`src/rtl/cfg_bus_master.sv`:
```
// Initiator for the clock-divider configuration bus: buffers upstream writes in a
// small FIFO and issues them one at a time with accept/timeout handling.
module cfg_bus_master #(
    parameter int FIFO_DEPTH = 4,
    parameter int TIMEOUT    = 255,
    parameter int GAP_CYCLES = 1
) (
    input  logic                          clk,
    input  logic                          rst,
    input  logic                          req_valid,
    input  logic [3:0]                    req_addr,
    input  logic [7:0]                    req_data,
    output logic                          req_ready,
    output logic                          c_valid,
    output logic [3:0]                    c_addr,
    output logic [7:0]                    c_data,
    input  logic                          c_ready,
    output logic                          busy,
    output logic                          done,
    output logic                          err_timeout,
    input  logic                          err_clr,
    output logic [$clog2(FIFO_DEPTH):0]   fifo_level
);

    localparam int PW = $clog2(FIFO_DEPTH);
    localparam int LW = PW + 1;
    localparam int TW = $clog2(TIMEOUT + 1);
    localparam int GW = $clog2(GAP_CYCLES + 1);

    localparam logic [1:0] S_IDLE  = 2'd0;
    localparam logic [1:0] S_ISSUE = 2'd1;
    localparam logic [1:0] S_GAP   = 2'd2;

    localparam logic [TW-1:0] TMO_LAST = TW'(TIMEOUT - 1);
    localparam logic [GW-1:0] GAP_LAST = GW'(GAP_CYCLES - 1);
    localparam logic [LW-1:0] FULL_LVL = LW'(FIFO_DEPTH);

    logic [11:0]   mem_q [FIFO_DEPTH];
    logic [PW-1:0] wr_ptr_q, wr_ptr_d;
    logic [PW-1:0] rd_ptr_q, rd_ptr_d;
    logic [LW-1:0] count_q, count_d;
    logic [1:0]    state_q, state_d;
    logic [TW-1:0] timer_q, timer_d;
    logic [GW-1:0] gap_q, gap_d;
    logic          c_valid_q, c_valid_d;
    logic [3:0]    c_addr_q, c_addr_d;
    logic [7:0]    c_data_q, c_data_d;
    logic          done_q, done_d;
    logic          err_q, err_d;

    logic full, empty, push, pop, set_err;
    logic [11:0] head;

    always_comb begin
        full  = (count_q == FULL_LVL);
        empty = (count_q == '0);
        push  = req_valid && !full;
        pop   = (state_q == S_IDLE) && !empty;
        head  = mem_q[rd_ptr_q];
    end

    // Control FSM: IDLE pops the head, ISSUE holds the bus, GAP enforces spacing.
    always_comb begin
        state_d   = state_q;
        timer_d   = timer_q;
        gap_d     = gap_q;
        c_valid_d = c_valid_q;
        c_addr_d  = c_addr_q;
        c_data_d  = c_data_q;
        done_d    = 1'b0;
        set_err   = 1'b0;
        case (state_q)
            S_IDLE: begin
                if (!empty) begin
                    c_addr_d  = head[11:8];
                    c_data_d  = head[7:0];
                    c_valid_d = 1'b1;
                    timer_d   = '0;
                    state_d   = S_ISSUE;
                end
            end
            S_ISSUE: begin
                // Acceptance is checked before the timeout so a late c_ready still completes.
                if (c_ready) begin
                    done_d    = 1'b1;
                    c_valid_d = 1'b0;
                    gap_d     = '0;
                    state_d   = S_GAP;
                end else if (timer_q == TMO_LAST) begin
                    set_err   = 1'b1;
                    c_valid_d = 1'b0;
                    gap_d     = '0;
                    state_d   = S_GAP;
                end else begin
                    timer_d = timer_q + 1'b1;
                end
            end
            S_GAP: begin
                if (gap_q == GAP_LAST) begin
                    state_d = S_IDLE;
                end else begin
                    gap_d = gap_q + 1'b1;
                end
            end
            default: begin
                c_valid_d = 1'b0;
                state_d   = S_IDLE;
            end
        endcase
    end

    always_comb begin
        wr_ptr_d = push ? wr_ptr_q + 1'b1 : wr_ptr_q;
        rd_ptr_d = pop  ? rd_ptr_q + 1'b1 : rd_ptr_q;
        case ({push, pop})
            2'b10:   count_d = count_q + 1'b1;
            2'b01:   count_d = count_q - 1'b1;
            default: count_d = count_q;
        endcase
        // A timeout set outranks a clear arriving on the same edge.
        if (set_err) begin
            err_d = 1'b1;
        end else if (err_clr) begin
            err_d = 1'b0;
        end else begin
            err_d = err_q;
        end
    end

    // Storage array is not reset; pointers and count define which entries are live.
    always_ff @(posedge clk) begin
        if (push) begin
            mem_q[wr_ptr_q] <= {req_addr, req_data};
        end
    end

    always_ff @(posedge clk) begin
        if (rst) begin
            state_q   <= S_IDLE;
            wr_ptr_q  <= '0;
            rd_ptr_q  <= '0;
            count_q   <= '0;
            timer_q   <= '0;
            gap_q     <= '0;
            c_valid_q <= 1'b0;
            c_addr_q  <= '0;
            c_data_q  <= '0;
            done_q    <= 1'b0;
            err_q     <= 1'b0;
        end else begin
            state_q   <= state_d;
            wr_ptr_q  <= wr_ptr_d;
            rd_ptr_q  <= rd_ptr_d;
            count_q   <= count_d;
            timer_q   <= timer_d;
            gap_q     <= gap_d;
            c_valid_q <= c_valid_d;
            c_addr_q  <= c_addr_d;
            c_data_q  <= c_data_d;
            done_q    <= done_d;
            err_q     <= err_d;
        end
    end

    assign req_ready   = !full;
    assign c_valid     = c_valid_q;
    assign c_addr      = c_addr_q;
    assign c_data      = c_data_q;
    assign done        = done_q;
    assign err_timeout = err_q;
    assign fifo_level  = count_q;
    assign busy        = (state_q != S_IDLE) || !empty;

endmodule

```
`config.mk`:
```
export PLATFORM = sky130hd
export DESIGN_NAME = cfg_bus_master
export DESIGN_NICKNAME = d
export VERILOG_FILES = /design/src/rtl/cfg_bus_master.sv
export SDC_FILE = /design/constraint.sdc
export NUM_CORES = 1
export LEC_CHECK = 0
export CAP_MARGIN = 20
export CORE_ASPECT_RATIO = 0.5
export CORE_MARGIN = 2
export CORE_UTILIZATION = 30
export CTS_BUF_LIST = sky130_fd_sc_hd__clkbuf_8
export DETAILED_ROUTE_END_ITERATION = 10
export PLACE_DENSITY = 0.49
export SYNTH_ARGS = -nofsm -noshare
export SYNTH_HDL_FRONTEND = slang
export SYNTH_SLANG_ARGS = --single-unit
```
`constraint.sdc`:
```
create_clock -name clk -period 2.1 [get_ports clk]
set_input_delay 0.21 -clock clk [delete_from_list [all_inputs] [get_ports clk]]
set_output_delay 0.21 -clock clk [all_outputs]
set_load 0.01 [all_outputs]
```
Word-level counts from Yosys, hierarchy flattened. Memories as Yosys holds them, arrays and structs flattened. A register that Yosys moved wholly into a read port is not among the register bits. Cells that the tools add are included.

Flip-flop bits (word level): 21. Memory bits (writable): 48. Input port bits: 17. Output and inout port bits: 20. Logic and storage cells: 72. Memories: 1.

Add/subtract/negate cells: 6. Equality and inequality tests: 11. Muxes and demuxes: 24. Bitwise logic cells: 3. Reduce and logical (&&, ||, !) cells: 18.

Memory list: mem_q (depth 4, width 12, rd ports 1, clocked after Yosys merged registers in 1, wr ports 1, line 38) `logic [11:0] mem_q [FIFO_DEPTH];`.

Operator list (number): $mux 8 (3); $pmux 8 s2 (1); $mux 1 (12); $reduce_bool 2->1 (5); $add 8x1->8 const B (1); $eq 8x8->1 const B (1); $mux 2 (4); $ne 2x2->1 const B (4); $pmux 2 s3 (1); $pmux 3 s2 (1); $reduce_and 3->1 (2); $add 2x1->2 const B (2); $eq 2x1->1 const B (2); $eq 2x2->1 const B (2); $reduce_and 2->1 (2); $reduce_and 4->1 (1); $add 3x1->3 const B (1); $eq 3x3->1 const B (1); $logic_not 3->1 (1); $ne 3x3->1 const B (1); $not 1->1 (3); $pmux 1 s3 (1); $sub 3x1->3 const B (1); $logic_and 1x1->1 (2); other kinds (6) (7).

Depth between registers and ports, before layout. Gate-level depths: netlist (run 1).

Word-level depth: 5. Gate-level depth with buffers: 11. Mapped depth without buffers: 9.

Worst setup path before layout (run 1). OpenSTA, ideal clock, no wires.

Kind: reg2reg. Start point: register count_q[2], in the netlist fifo_level[2]. End point: register count_q[2], in the netlist fifo_level[2]. Setup time: 0.070 ns. Arrival: 2.290 ns. Required time: 2.030 ns. Path slack: -0.260 ns. Stages on the path, launching flop included: 10. Path buffers: 0. Clock period less this slack: 2.360 ns. Cell sequence: dfxtp_1 or3b_1 and2_1 inv_2 ha_1 inv_1 fa_1 xor2_1 or3_1 a21oi_1.

Cells in the longest elaborated chain, start to end: 5. Elaborated cells between the ends (all ways): 12. Classes of those cells: add/sub (2); eq/ne (3); mux (1); reduce/logical (6).

Ends and longest elaborated chain: start: declaration (line 41) `logic [LW-1:0] count_q, count_d;`; start signal: assignment (line 154) `count_q <= count_d;`; $eq 3x3->1 (*) (line 55) `full = (count_q == FULL_LVL);`; $logic_not 1->1 (*); via req_ready (line 13) `output logic req_ready,`; $logic_and 1x1->1 (*) (line 57) `push = req_valid && !full;`; $eq 2x1->1 / $eq 2x2->1 (equally long branches) (line 115) `case ({push, pop})`; $pmux 3 s2 / $reduce_bool 2->1 (equally long branches).

Mark *: on every way through the listed nets, which the timed path passes. The rest lies on a longest branch. A chain may end at the register's enable or synchronous reset.

Worst setup path after layout (run 1).
Start point: register count_q[0], in the netlist fifo_level[0]. End point: register count_q[2], in the netlist fifo_level[2].

Cells in the longest elaborated chain, start to end: 5. Elaborated cells between the ends (all ways): 12. Classes of those cells: add/sub (2); eq/ne (3); mux (1); reduce/logical (6).

Ends and longest elaborated chain (line): $eq 3x3->1 / $logic_not 3->1 (equally long branches) (55, 56); $logic_not 1->1, on equally long branches (57, 58); $logic_and 1x1->1, on equally long branches (57, 58); $eq 2x1->1 / $eq 2x2->1 (equally long branches) (115); $pmux 3 s2 / $reduce_bool 2->1 (equally long branches).

Several ways; a longest one is shown, not always the timed one.

==> impl_metrics.csv, run 1 <==
group,metric,value,unit
clock_tree,clockRootBuffer,"clkbuf_8",
cells_and_area,final_util,39.12,%
grt,grt_max_degree,28,
cells_and_area,final_cell_mix,"edfxtp_1 (48), clkdlybuf4s50_1 (36), nand2_1 (29), dfxtp_1 (29), a21oi_1 (19)",
power_and_ir_drop,power_frac_comb,34.5,%
detailed_routing,wl,6171,µm
worst_hold_path,hp-start,"c_data[3]",
worst_hold_path,whs_endpoint,"c_data[3]",
setup_path,reg2reg_slack,0.01,ns
power_and_ir_drop,p_int,3.164,mW
timing,setup_viol,0,
grt,grt_overflow_total,0,
outcome,outcome,"finished, final reports clean",
setup_path,path_cells,"or3b_4, and2_4, inv_4, ha_4, inv_2, fa_2, xor2_1, or3_1, a21oi_2",
yosys,ys_ff_latch,80,
cells_and_area,fill_cells,1017,
timing,clock_skew,0.007547,ns
detailed_routing,met3_length,193,µm
detailed_routing,via_count,2007,
yosys,synth_top_family_by_area,"simple AND/OR/NAND/NOR gates",
floorplan,dieHeight,77.02,µm
power_and_ir_drop,power_frac_seq,44.6,%
setup_path,r2r_cells,9,
yosys,synthAdderAreaFrac,3.363,%
setup_path,required,2.39,ns
yosys,syn_avg_cell_area,13.39,µm²
placement,placed_area,3852,µm²
clock_tree,postCtsSetupRepairBufs,0,
grt,grtUsageTotal,11.97,%
timing,hold_viol_final,0,
job,max_cap_viol_count,0,
cells_and_area,diodes,0,
floorplan,initial_core_util,31.12,%
clock_tree,hold_buffers,0,
yosys,yosysSeqAreaShare,65.08,%
detailed_routing,via_per_inst,4.561,
clock_tree,clockBufferDepth,2,
power_and_ir_drop,p_sw,1.445,mW
cells_and_area,ff_latch_area,2086,µm²
clock_tree,cts_buffers,9,
placement,hpwl,4106,µm
grt,first_global_vias,2048,
yosys,yosys.area_share.simple,11.93,%
timing,tightest_slew,0.3718,ns
power_and_ir_drop,peakVddDrop,0.3981,mV
setup_path,reg2reg_to,"fifo_level[2]",
placement,gp_congestion,0.7298,
floorplan,fp.dieW,150.0,µm
clock_tree,htree_levels,3,
setup_path,critPathArrivalTime,2.37,ns
setup_path,critPathMaxFanout,3,
setup_path,end_kind,"register",
cells_and_area,syn2layout_area_growth,25.69,%
detailed_routing,top_layer_used,"met4",
cells_and_area,nets,320,
timing,post-route-min-period,2.087,ns
cells_and_area,instances_no_fill,440,
floorplan,row_count,26,
setup_path,cp_slowest_cell,"or3b_4",
yosys,synth_fp_nets,264,
floorplan,core_area,10280,µm²
grt,grt_antenna_before_repair,0,
timing,rsz0062_at_grt,"true",
setup_path,rr_startpoint,"fifo_level[0]",
yosys,synth-compound-area-share,6.531,%
placement,placed_cells,424,
detailed_routing,antenna_left,0,
detailed_routing,drc,0,
power_and_ir_drop,pwr_density_cell,1146,nW/µm²
power_and_ir_drop,switching_share,31.35,%
yosys,ys_types,37,
cells_and_area,stdcell_area,4021,µm²
floorplan,ios,37,
clock_tree,cts.repair.resized,0,
setup_path,crit_family,"simple AND/OR/NAND/NOR gates",
yosys,syn_inst,239,
yosys,synth_mux_area_share,8.447,%
placement,io_buffers,36,
setup_path,critPathBufInv,2,
yosys,yosys_warnings,0,
worst_hold_path,whs_path_depth,2,
detailed_routing,wl_met1,2858,µm
power_and_ir_drop,clock_power_share,20.8,%
floorplan,dieArea,11560,µm²
cells_and_area,final_common_cell,"edfxtp_1",
cells_and_area,multi_input_area,1045,µm²
cells_and_area,drive_above_1_share,19.00,%
detailed_routing,drtIter0Drc,106,
worst_hold_path,hold_path_class,"reg -> reg",
grt,grt_pass1_wl,10410,µm
clock_tree,tritoncts,"built",
yosys,syn_area,3199,µm²
clock_tree,cts.sinks,80,
timing,post-route-period-util,99.39,%
timing,slew_headroom,75.10,%
detailed_routing,wl_met2,3005,µm
clock_tree,clk_latency,0.35,ns
clock_tree,clk_pin_slew_worst_paths,0.08,ns
setup_path,slowest_delay,0.40,ns
setup_path,crit_path_start_kind,"register",
timing,setup_tns,0,ns
power_and_ir_drop,cellLeakagePower,1.347,nW
detailed_routing,firstDrtPassIters,4,
setup_path,critPathKind,"reg -> reg",
timing,drv_slew,0,
timing,max_freq,479.1,MHz
yosys,synth_xor_area_share,1.643,%
detailed_routing,routedWlPerCell,14.03,µm
==> synthesized netlist by cell type (all sizes together) <==
cell | number | share of area, %
or4 | 1 | 0.23
buf | 9 | 1.4
edfxtp | 48 | 45
nand3 | 8 | 1.3
nor2 | 11 | 1.3
mux4 | 12 | 8.4
nand2 | 29 | 3.4
ha | 7 | 2.7
nand2b | 2 | 0.39
nand3b | 3 | 0.70
a21o | 2 | 0.47
o221ai | 1 | 0.27
a21oi | 20 | 3.1
xor2 | 3 | 0.82
o22ai | 1 | 0.20
dfxtp | 32 | 20
or3 | 5 | 0.98
o211ai | 5 | 1.2
inv | 14 | 1.6
a211oi | 1 | 0.23
nand4 | 1 | 0.20
or3b | 1 | 0.27
nor3b | 2 | 0.98
o21ai | 6 | 1.1
nor2b | 3 | 0.59
and3 | 4 | 0.78
nor3 | 1 | 0.16
xnor2 | 3 | 0.82
or4b | 1 | 0.31
and2 | 2 | 0.39
fa | 1 | 0.63
==> tightest hold or removal path: cells and delay by family, from the launching register on <==
| kind | cells | cell delay [ns] |
|---|---|---|
| DFF | 1 | 0.31 |
| and+or+nand+nor | 1 | 0.05 |
| AOI/OAI and AO/OA | 1 | 0.05 |
==> registers in the layout (all words and copies together) (netlist names) <==
name	count
done	1
timer_q	8
mem_q	48
fifo_level	3
rd_ptr_q	2
err_timeout	1
state_q	2
wr_ptr_q	2
c_addr	4
c_data	8
c_valid	1
==> cell families after synthesis <==
kind of cell    count (synthesis)
fa+ha+maj                       8
simple gates                   74
xor+xnor                        6
buf+inv                        23
mux                            12
compound gates                 36
flops                          80
==> metal layers <==
layer,track usage [%],up-vias
met1,14.46,993
met4,4.528,0
met2,19.95,26
met3,3.929,9
li1,-,979
met5,0,-
==> power groups by stage <==
stage | logic [mW] | clock network [mW] | registers (mW)
finish | 1.59 | 0.961 | 2.06
global route | 1.78 | 1.07 | 2.09
CTS | 1.63 | 1.02 | 2.06
detailed placement | 1.62 | 0 | 2.10
global placement | 1.60 | 0 | 2.08
floorplan | 0.874 | 0 | 2.16
==> metrics by stage <==
stage / total power [mW] / hold WS [ns] / setup WS, ns
2_1_floorplan: 3.032 / 0.3089 / -0.008893
3_3_place_gp: 3.684 / 0.4437 / 0.05958
3_5_place_dp: 3.719 / 0.4453 / 0.01908
4_1_cts: 4.705 / 0.4573 / 0.005538
5_1_grt: 4.937 / 0.4715 / -0.09424
6_report: 4.609 / 0.4552 / 0.01279
==> layout make-up <==
type	count	share of cell area [%]
Multi-Input combinational cell	136	25.98
Clock inverter	7	1.027
Sequential cell	80	51.87
Timing Repair Buffer	54	12.32
Inverter	14	1.369
Tap cell	140	4.356
Clock buffer	9	3.080
==> worst max-delay path by stage <==
stage / depth (start not counted) / endpoint / slack [ns] / startpoint
CTS: 9 / fifo_level[2] / 0.006 / fifo_level[0]
detailed placement: 9 / fifo_level[2] / 0.02 / fifo_level[0]
global route: 9 / fifo_level[2] / -0.09 / fifo_level[0]
floorplan: 9 / fifo_level[2] / -0.009 / fifo_level[2]
global placement: 9 / fifo_level[2] / 0.06 / fifo_level[0]
finish: 9 / fifo_level[2] / 0.01 / fifo_level[0]
Power figures use the tool's default switching activity.
==> run 2, diff against run 1 <==
--- a/config.mk
+++ b/config.mk
@@ -10,6 +10,7 @@
 export CORE_MARGIN = 2
 export CORE_UTILIZATION = 30
 export CTS_BUF_LIST = sky130_fd_sc_hd__clkbuf_8
+export CTS_CLUSTER_SIZE = 8
 export DETAILED_ROUTE_END_ITERATION = 10
 export PLACE_DENSITY = 0.49
 export SYNTH_ARGS = -nofsm -noshare
==> results of run 2 <==
No change in the layout: final DEF, timing and power equal those of run 1.
